### config.mk
export PLATFORM = sky130hd
export DESIGN_NAME = inst_fetch_unit
export DESIGN_NICKNAME = d
export VERILOG_FILES = /design/src/rtl/inst_fetch_unit_pkg.sv /design/src/rtl/inst_fetch_unit_fetch_queue.sv /design/src/rtl/inst_fetch_unit.sv
export SDC_FILE = /design/constraint.sdc
export NUM_CORES = 1
export LEC_CHECK = 0
export BUFFER_PORTS_ARGS = -buffer_cell sky130_fd_sc_hd__buf_2
export CAP_MARGIN = 20
export CELL_PAD_IN_SITES_DETAIL_PLACEMENT = 2
export CELL_PAD_IN_SITES_GLOBAL_PLACEMENT = 2
export CORE_MARGIN = 8
export CORE_UTILIZATION = 28
export CTS_CLUSTER_DIAMETER = 120
export DETAILED_ROUTE_END_ITERATION = 10
export GPL_TIMING_DRIVEN = 0
export PLACE_DENSITY_LB_ADDON = 0.1
export REMOVE_ABC_BUFFERS = 1
export SLEW_MARGIN = 25
export SYNTH_ARGS = -nofsm -noshare
export SYNTH_HDL_FRONTEND = slang
export SYNTH_SLANG_ARGS = --single-unit
### constraint.sdc
create_clock -name clk -period 6.8 [get_ports clk]
set_input_delay 0.34 -clock clk [delete_from_list [all_inputs] [get_ports clk]]
set_output_delay 0.34 -clock clk [all_outputs]
set_load 0.05 [all_outputs]
### src/rtl/inst_fetch_unit_pkg.sv
// inst_fetch_unit_pkg: shared widths, defaults, FSM states and fetch-queue entry type
package inst_fetch_unit_pkg;
    localparam int ADDR_LEN = 32;
    localparam int INSTR_LEN = 32;
    localparam int FQ_DEPTH_DEF = 4;
    localparam logic [ADDR_LEN-1:0] RESET_PC_DEF = 32'h0;
    typedef enum logic [1:0] {
        ST_IDLE  = 2'd0,
        ST_RUN   = 2'd1,
        ST_DRAIN = 2'd2
    } fetch_state_t;
    typedef struct packed {
        logic [INSTR_LEN-1:0] inst;
        logic [ADDR_LEN-1:0]  pc_plus_4;
    } fq_entry_t;
    function automatic logic [ADDR_LEN-1:0] word_align(input logic [ADDR_LEN-1:0] a);
        return {a[ADDR_LEN-1:2], 2'b00};
    endfunction
endpackage

### src/rtl/inst_fetch_unit_fetch_queue.sv
// inst_fetch_unit_fetch_queue: synchronous FIFO with flush and occupancy count
module inst_fetch_unit_fetch_queue
    import inst_fetch_unit_pkg::*;
#(
    parameter int DEPTH = FQ_DEPTH_DEF
) (
    input  logic                   clk,
    input  logic                   rst,
    input  logic                   flush,
    input  logic                   push,
    input  fq_entry_t              push_data,
    input  logic                   pop,
    output logic                   valid,
    output fq_entry_t              head,
    output logic [$clog2(DEPTH):0] count
);
    localparam int AW = $clog2(DEPTH);
    fq_entry_t mem [DEPTH];
    logic [AW-1:0] wr_ptr, rd_ptr;
    logic do_push, do_pop;
    assign valid   = count != '0;
    assign do_pop  = pop && valid;
    assign do_push = push && (count < (AW+1)'(DEPTH) || do_pop);
    assign head    = valid ? mem[rd_ptr] : '0;
    // Pointer/count bookkeeping; flush empties the queue even when a pop completes alongside it
    always_ff @(posedge clk or negedge rst) begin
        if (!rst) begin
            wr_ptr <= '0;
            rd_ptr <= '0;
            count  <= '0;
        end else if (flush) begin
            wr_ptr <= '0;
            rd_ptr <= '0;
            count  <= '0;
        end else begin
            wr_ptr <= wr_ptr + AW'(do_push);
            rd_ptr <= rd_ptr + AW'(do_pop);
            count  <= count + (AW+1)'(do_push) - (AW+1)'(do_pop);
        end
    end
    // Entry storage; a write into the slot being popped is safe since the head is read before the edge
    always_ff @(posedge clk) begin
        if (do_push && !flush) mem[wr_ptr] <= push_data;
    end
endmodule

### src/rtl/inst_fetch_unit.sv
// inst_fetch_unit: credit-based instruction fetch with in-order response queue and redirect draining
module inst_fetch_unit
    import inst_fetch_unit_pkg::*;
#(
    parameter int                  FQ_DEPTH = FQ_DEPTH_DEF,
    parameter logic [ADDR_LEN-1:0] RESET_PC = RESET_PC_DEF
) (
    input  logic                 clk,
    input  logic                 rst,
    output logic                 imem_req_valid,
    output logic [ADDR_LEN-1:0]  imem_req_addr,
    input  logic                 imem_req_ready,
    input  logic                 imem_resp_valid,
    input  logic [INSTR_LEN-1:0] imem_resp_inst,
    input  logic                 redirect_valid,
    input  logic [ADDR_LEN-1:0]  redirect_pc,
    output logic                 out_valid,
    output logic [INSTR_LEN-1:0] out_inst,
    output logic [ADDR_LEN-1:0]  out_pc_plus_4,
    input  logic                 out_ready
);
    localparam int CW = $clog2(FQ_DEPTH) + 1;
    fetch_state_t state, state_nx;
    logic [ADDR_LEN-1:0] fetch_pc, resp_pc;
    logic [CW-1:0] inflight, inflight_nx, drop_cnt, drop_nx, fq_count;
    logic req_acc, keep_resp, credit_ok;
    fq_entry_t fq_in, fq_head;
    // inflight counts every issued-but-unanswered request; in RUN none are doomed, so it is the outstanding count
    assign credit_ok      = ({1'b0, inflight} + {1'b0, fq_count}) < (CW+1)'(FQ_DEPTH);
    assign imem_req_valid = state == ST_RUN && !redirect_valid && credit_ok;
    assign imem_req_addr  = fetch_pc;
    assign req_acc        = imem_req_valid && imem_req_ready;
    assign keep_resp      = imem_resp_valid && drop_cnt == '0 && !redirect_valid;
    assign inflight_nx    = inflight + CW'(req_acc) - CW'(imem_resp_valid);
    assign fq_in          = '{inst: imem_resp_inst, pc_plus_4: resp_pc + ADDR_LEN'(4)};
    assign out_inst       = fq_head.inst;
    assign out_pc_plus_4  = fq_head.pc_plus_4;
    // Next state and drop count: a redirect dooms everything still in flight, including this cycle's issue
    always_comb begin
        drop_nx  = redirect_valid ? inflight_nx : drop_cnt - CW'(imem_resp_valid && drop_cnt != '0);
        state_nx = state == ST_IDLE ? ST_RUN : state;
        if (redirect_valid) state_nx = inflight_nx != '0 ? ST_DRAIN : ST_RUN;
        else if (state == ST_DRAIN && drop_nx == '0) state_nx = ST_RUN;
    end
    // FSM state register
    always_ff @(posedge clk or negedge rst) begin
        if (!rst) state <= ST_IDLE;
        else state <= state_nx;
    end
    // Fetch/response PCs and in-flight bookkeeping
    always_ff @(posedge clk or negedge rst) begin
        if (!rst) begin
            fetch_pc <= word_align(RESET_PC);
            resp_pc  <= word_align(RESET_PC);
            inflight <= '0;
            drop_cnt <= '0;
        end else begin
            inflight <= inflight_nx;
            drop_cnt <= drop_nx;
            if (redirect_valid) begin
                fetch_pc <= word_align(redirect_pc);
                resp_pc  <= word_align(redirect_pc);
            end else begin
                if (req_acc) fetch_pc <= fetch_pc + ADDR_LEN'(4);
                if (keep_resp) resp_pc <= resp_pc + ADDR_LEN'(4);
            end
        end
    end
    inst_fetch_unit_fetch_queue #(.DEPTH(FQ_DEPTH)) u_fq (
        .clk       (clk),
        .rst       (rst),
        .flush     (redirect_valid),
        .push      (keep_resp),
        .push_data (fq_in),
        .pop       (out_ready),
        .valid     (out_valid),
        .head      (fq_head),
        .count     (fq_count)
    );
endmodule

==> impl_metrics.yaml <==
run_status:
  status: "finished, final reports clean"
critical_path:
  crit_required_ns: 7.25
  r2r.worst_path.cells: 13
  r2r_slack_ns: 2.14
  worstSetupPathType: "reg2reg"
  reg2reg_from: "u_fq.count[2]"
  critPathLaunchType: "register"
  critPathArrivalTime_ns: 5.12
  end_kind: "register"
  critPathMaxFanout: 22
  r2r-end: "state[0]"
synth:
  yosysTopAreaCell: "edfxtp_1"
  synthCells: 918
  ys_ff_latch: 323
  synthTopCellsByCount: "248 x edfxtp_1, 75 x dfrtp_1, 68 x nor2b_1"
  synth.top_cell.area_share: 0.530
  avgSynthCellArea_sq_um: 15.3
  async_reset_ff_frac: 0.232
  synthesis.area_sq_um: 14000
  yosysMostFrequentCell: "edfxtp_1"
  yosysUniqueCellTypes: 57
  yosysSeqAreaShare: 0.664
  synth_area_leaders: "edfxtp_1 53%, dfrtp_1 13%, mux4_2 9.9%, nor2b_1 3.0%, xnor2_1 2.4%"
  synth_edf_count: 248
  synthFlopType: "edfxtp_1"
  ys.warnings.count: 0
global_routing:
  grt_max_degree: 62
  grt_usage: 0.135
  grt_pass1_vias: 9590
  overflow: 0
  antenna_found_initial: 0
  grt_pass1_wl_um: 59800
clocking:
  cts_root_buffer: "clkbuf_16"
  cts-resized-gates: 0
  cts.clk_slew.worst_paths_ns: 0.06
  htreeDepth: 2
  cts.sinks: 323
  clk_latency_ns: 0.54
  post-cts-setup-buffers: 0
  cts_tree: "done"
  cts_buffer_depth: 3
  cts_hold_buf: 27
  cts_buffers: 39
die:
  num_io_pins: 168
  chipHeight_um: 240
  dieArea_sq_um: 57600
  rows: 82
  start_util: 0.282
  core_area_sq_um: 49900
  die_x_um: 240
timing:
  max_freq_ghz: 0.214
  period_needed_ns: 4.66
  rsz0062_at_grt: "no"
  fin_crit_sh: 0.686
  max_slew.worst_pin.slew_ns: 0.893
  finalSetupViolations: 0
  timing.slew.headroom: 0.404
  clock_skew_ns: 0.0144
  slew_viol_final: 0
  hold_viol_final: 0
hold_path:
  worstHoldEndpoint: "u_fq.mem[0][36]"
  hold_depth: 1
  hold_class: "in2reg"
  min_from: "imem_resp_inst[4]"
route:
  drt-initial-drc-count: 307
  routedWlPerCell_um: 21.1
  routed_via_density: 4.64
  routed_wirelength_um: 38500
  antenna_left: 0
  num_vias: 8483
  drc: 0
  firstDrtPassIters: 4
final_layout:
  num_antenna_cells: 0
  finalNonFillerCells: 1827
  layout-drive-gt1-share: 0.291
  fill_cells: 5146
  nets: 1210
  synthToLayoutAreaGrowth_pct: 24.0
job:
  maxCapViolations: 0
power_and_ir_drop:
  power_switching_w: 0.00245
  combPwrFrac: 0.333
  p_clk_frac: 0.305
  leakagePower_nw: 6.16
  p_seq_frac: 0.362
  p_per_area_nw_per_um2: 381
  internal_power_w: 0.00418
  netSwitchingFraction: 0.369
  ir_drop_v: 0.000133
  p_total_w: 0.00663
placed_design:
  place_hpwl_um: 27100
  portBuffers: 161
  gp_congestion: 0.732
  post-place-cells: 1730
## metrics by stage
| step | worst slack (ns) | cell area [sq um] | TNS, ns | util | hold slack [ns] |
|---|---|---|---|---|---|
| after floorplan | 0.131 | 13800 | 0 | - | 0.0444 |
| after global placement | -4.75 | 15400 | -453.77 | 0.310 | 0.554 |
| after detailed placement | 2.09 | 15900 | 0 | 0.319 | 0.192 |
| after CTS | 2.04 | 17400 | 0 | 0.349 | 0.00594 |
| after global routing | 1.81 | 17400 | 0 | 0.349 | 0.0166 |
| final | 2.14 | 17400 | 0 | 0.349 | 0.0465 |
## power by group through the flow
stage	Sequential, W	Combinational, W	Clock, W
2_1_floorplan	0.00253	0.00147	0
3_3_place_gp	0.00252	0.00186	0
3_5_place_dp	0.00244	0.00226	0
4_1_cts	0.00241	0.00228	0.00211
5_1_grt	0.00242	0.00238	0.00218
6_report	0.00240	0.00221	0.00202
## kinds of logic after synthesis
group	synth area share
flops	0.664
simple gates	0.107
compound gates	0.0395
buf+inv	0.0252
mux	0.108
xor+xnor	0.0424
fa+ha+maj	0.0135
other cells	0.000267
## per-layer routing
| metal | wire length, um | GRT usage | up-vias |
|---|---|---|---|
| met1 | 17200 | 0.172 | 4391 |
| met2 | 19100 | 0.233 | 155 |
| met5 | 0 | 0 | - |
| met3 | 1670 | 0.0297 | 42 |
| met4 | 579 | 0.0305 | 0 |
| li1 | - | - | 3895 |
## how the worst max path moves through the flow
| stage | end | startpoint | cells after the start |
|---|---|---|---|
| after floorplan | u_fq.mem[0][10] | drop_cnt[1] | 3 |
| after global placement | u_fq.mem[0][53] | drop_cnt[1] | 3 |
| after detailed placement | state[0] | u_fq.count[2] | 13 |
| after CTS | state[0] | u_fq.count[2] | 13 |
| after global routing | state[0] | u_fq.count[2] | 13 |
| final | state[0] | u_fq.count[2] | 13 |
## final cells by class
class                           count  area [sq um]  area share
Timing Repair Buffer              219          1500      0.0860
Clock inverter                     20           163     0.00934
Multi-Input combinational cell    520          4430       0.254
Tap cell                          672           841      0.0483
Clock buffer                       50          1070      0.0614
Sequential cell                   323          9330       0.536
Inverter                           23          86.3     0.00496
## state kept, by name, summed over array words and instances (netlist names)
signal	cells
drop_cnt	3
imem_req_addr	30
inflight	3
resp_pc	30
state	2
u_fq.count	3
u_fq.mem	248
u_fq.rd_ptr	2
u_fq.wr_ptr	2
## worst max-delay path, stage by stage (launching register included)
cell	delay, ns
dfrtp_1	0.43
ha_1	0.31
nor4b_1	0.36
and4_1	0.84
inv_1	0.67
ha_1	0.48
inv_1	0.05
ha_1	0.13
inv_1	0.05
fa_1	0.38
xnor2_1	0.17
mux2_2	0.29
o31a_1	0.30
a21oi_1	0.12
## layout by cell type (no fill, tap or decap), drive strengths merged, types with 4 or more instances in the layout
cell | netlist | routed
mux4 | 62 | 62
conb | 1 | 4
ha | 12 | 12
a21boi | 6 | 6
nor2 | 36 | 36
nor2b | 68 | 68
nor4 | 8 | 8
dfrtp | 75 | 75
clkinv | 0 | 17
nand2 | 63 | 63
nand4 | 29 | 29
inv | 23 | 23
dlygate4sd3 | 0 | 27
a31oi | 6 | 6
a21oi | 13 | 13
nand3 | 32 | 32
nor3 | 9 | 9
o21ai | 25 | 25
nand2b | 5 | 5
xor2 | 30 | 30
o211ai | 4 | 4
edfxtp | 248 | 248
and4 | 4 | 4
o311ai | 10 | 10
xnor2 | 38 | 38
clkbuf | 33 | 50
buf | 22 | 192
mux2 | 10 | 10
and3 | 10 | 10
No activity file was read; power rests on OpenSTA's default activity.
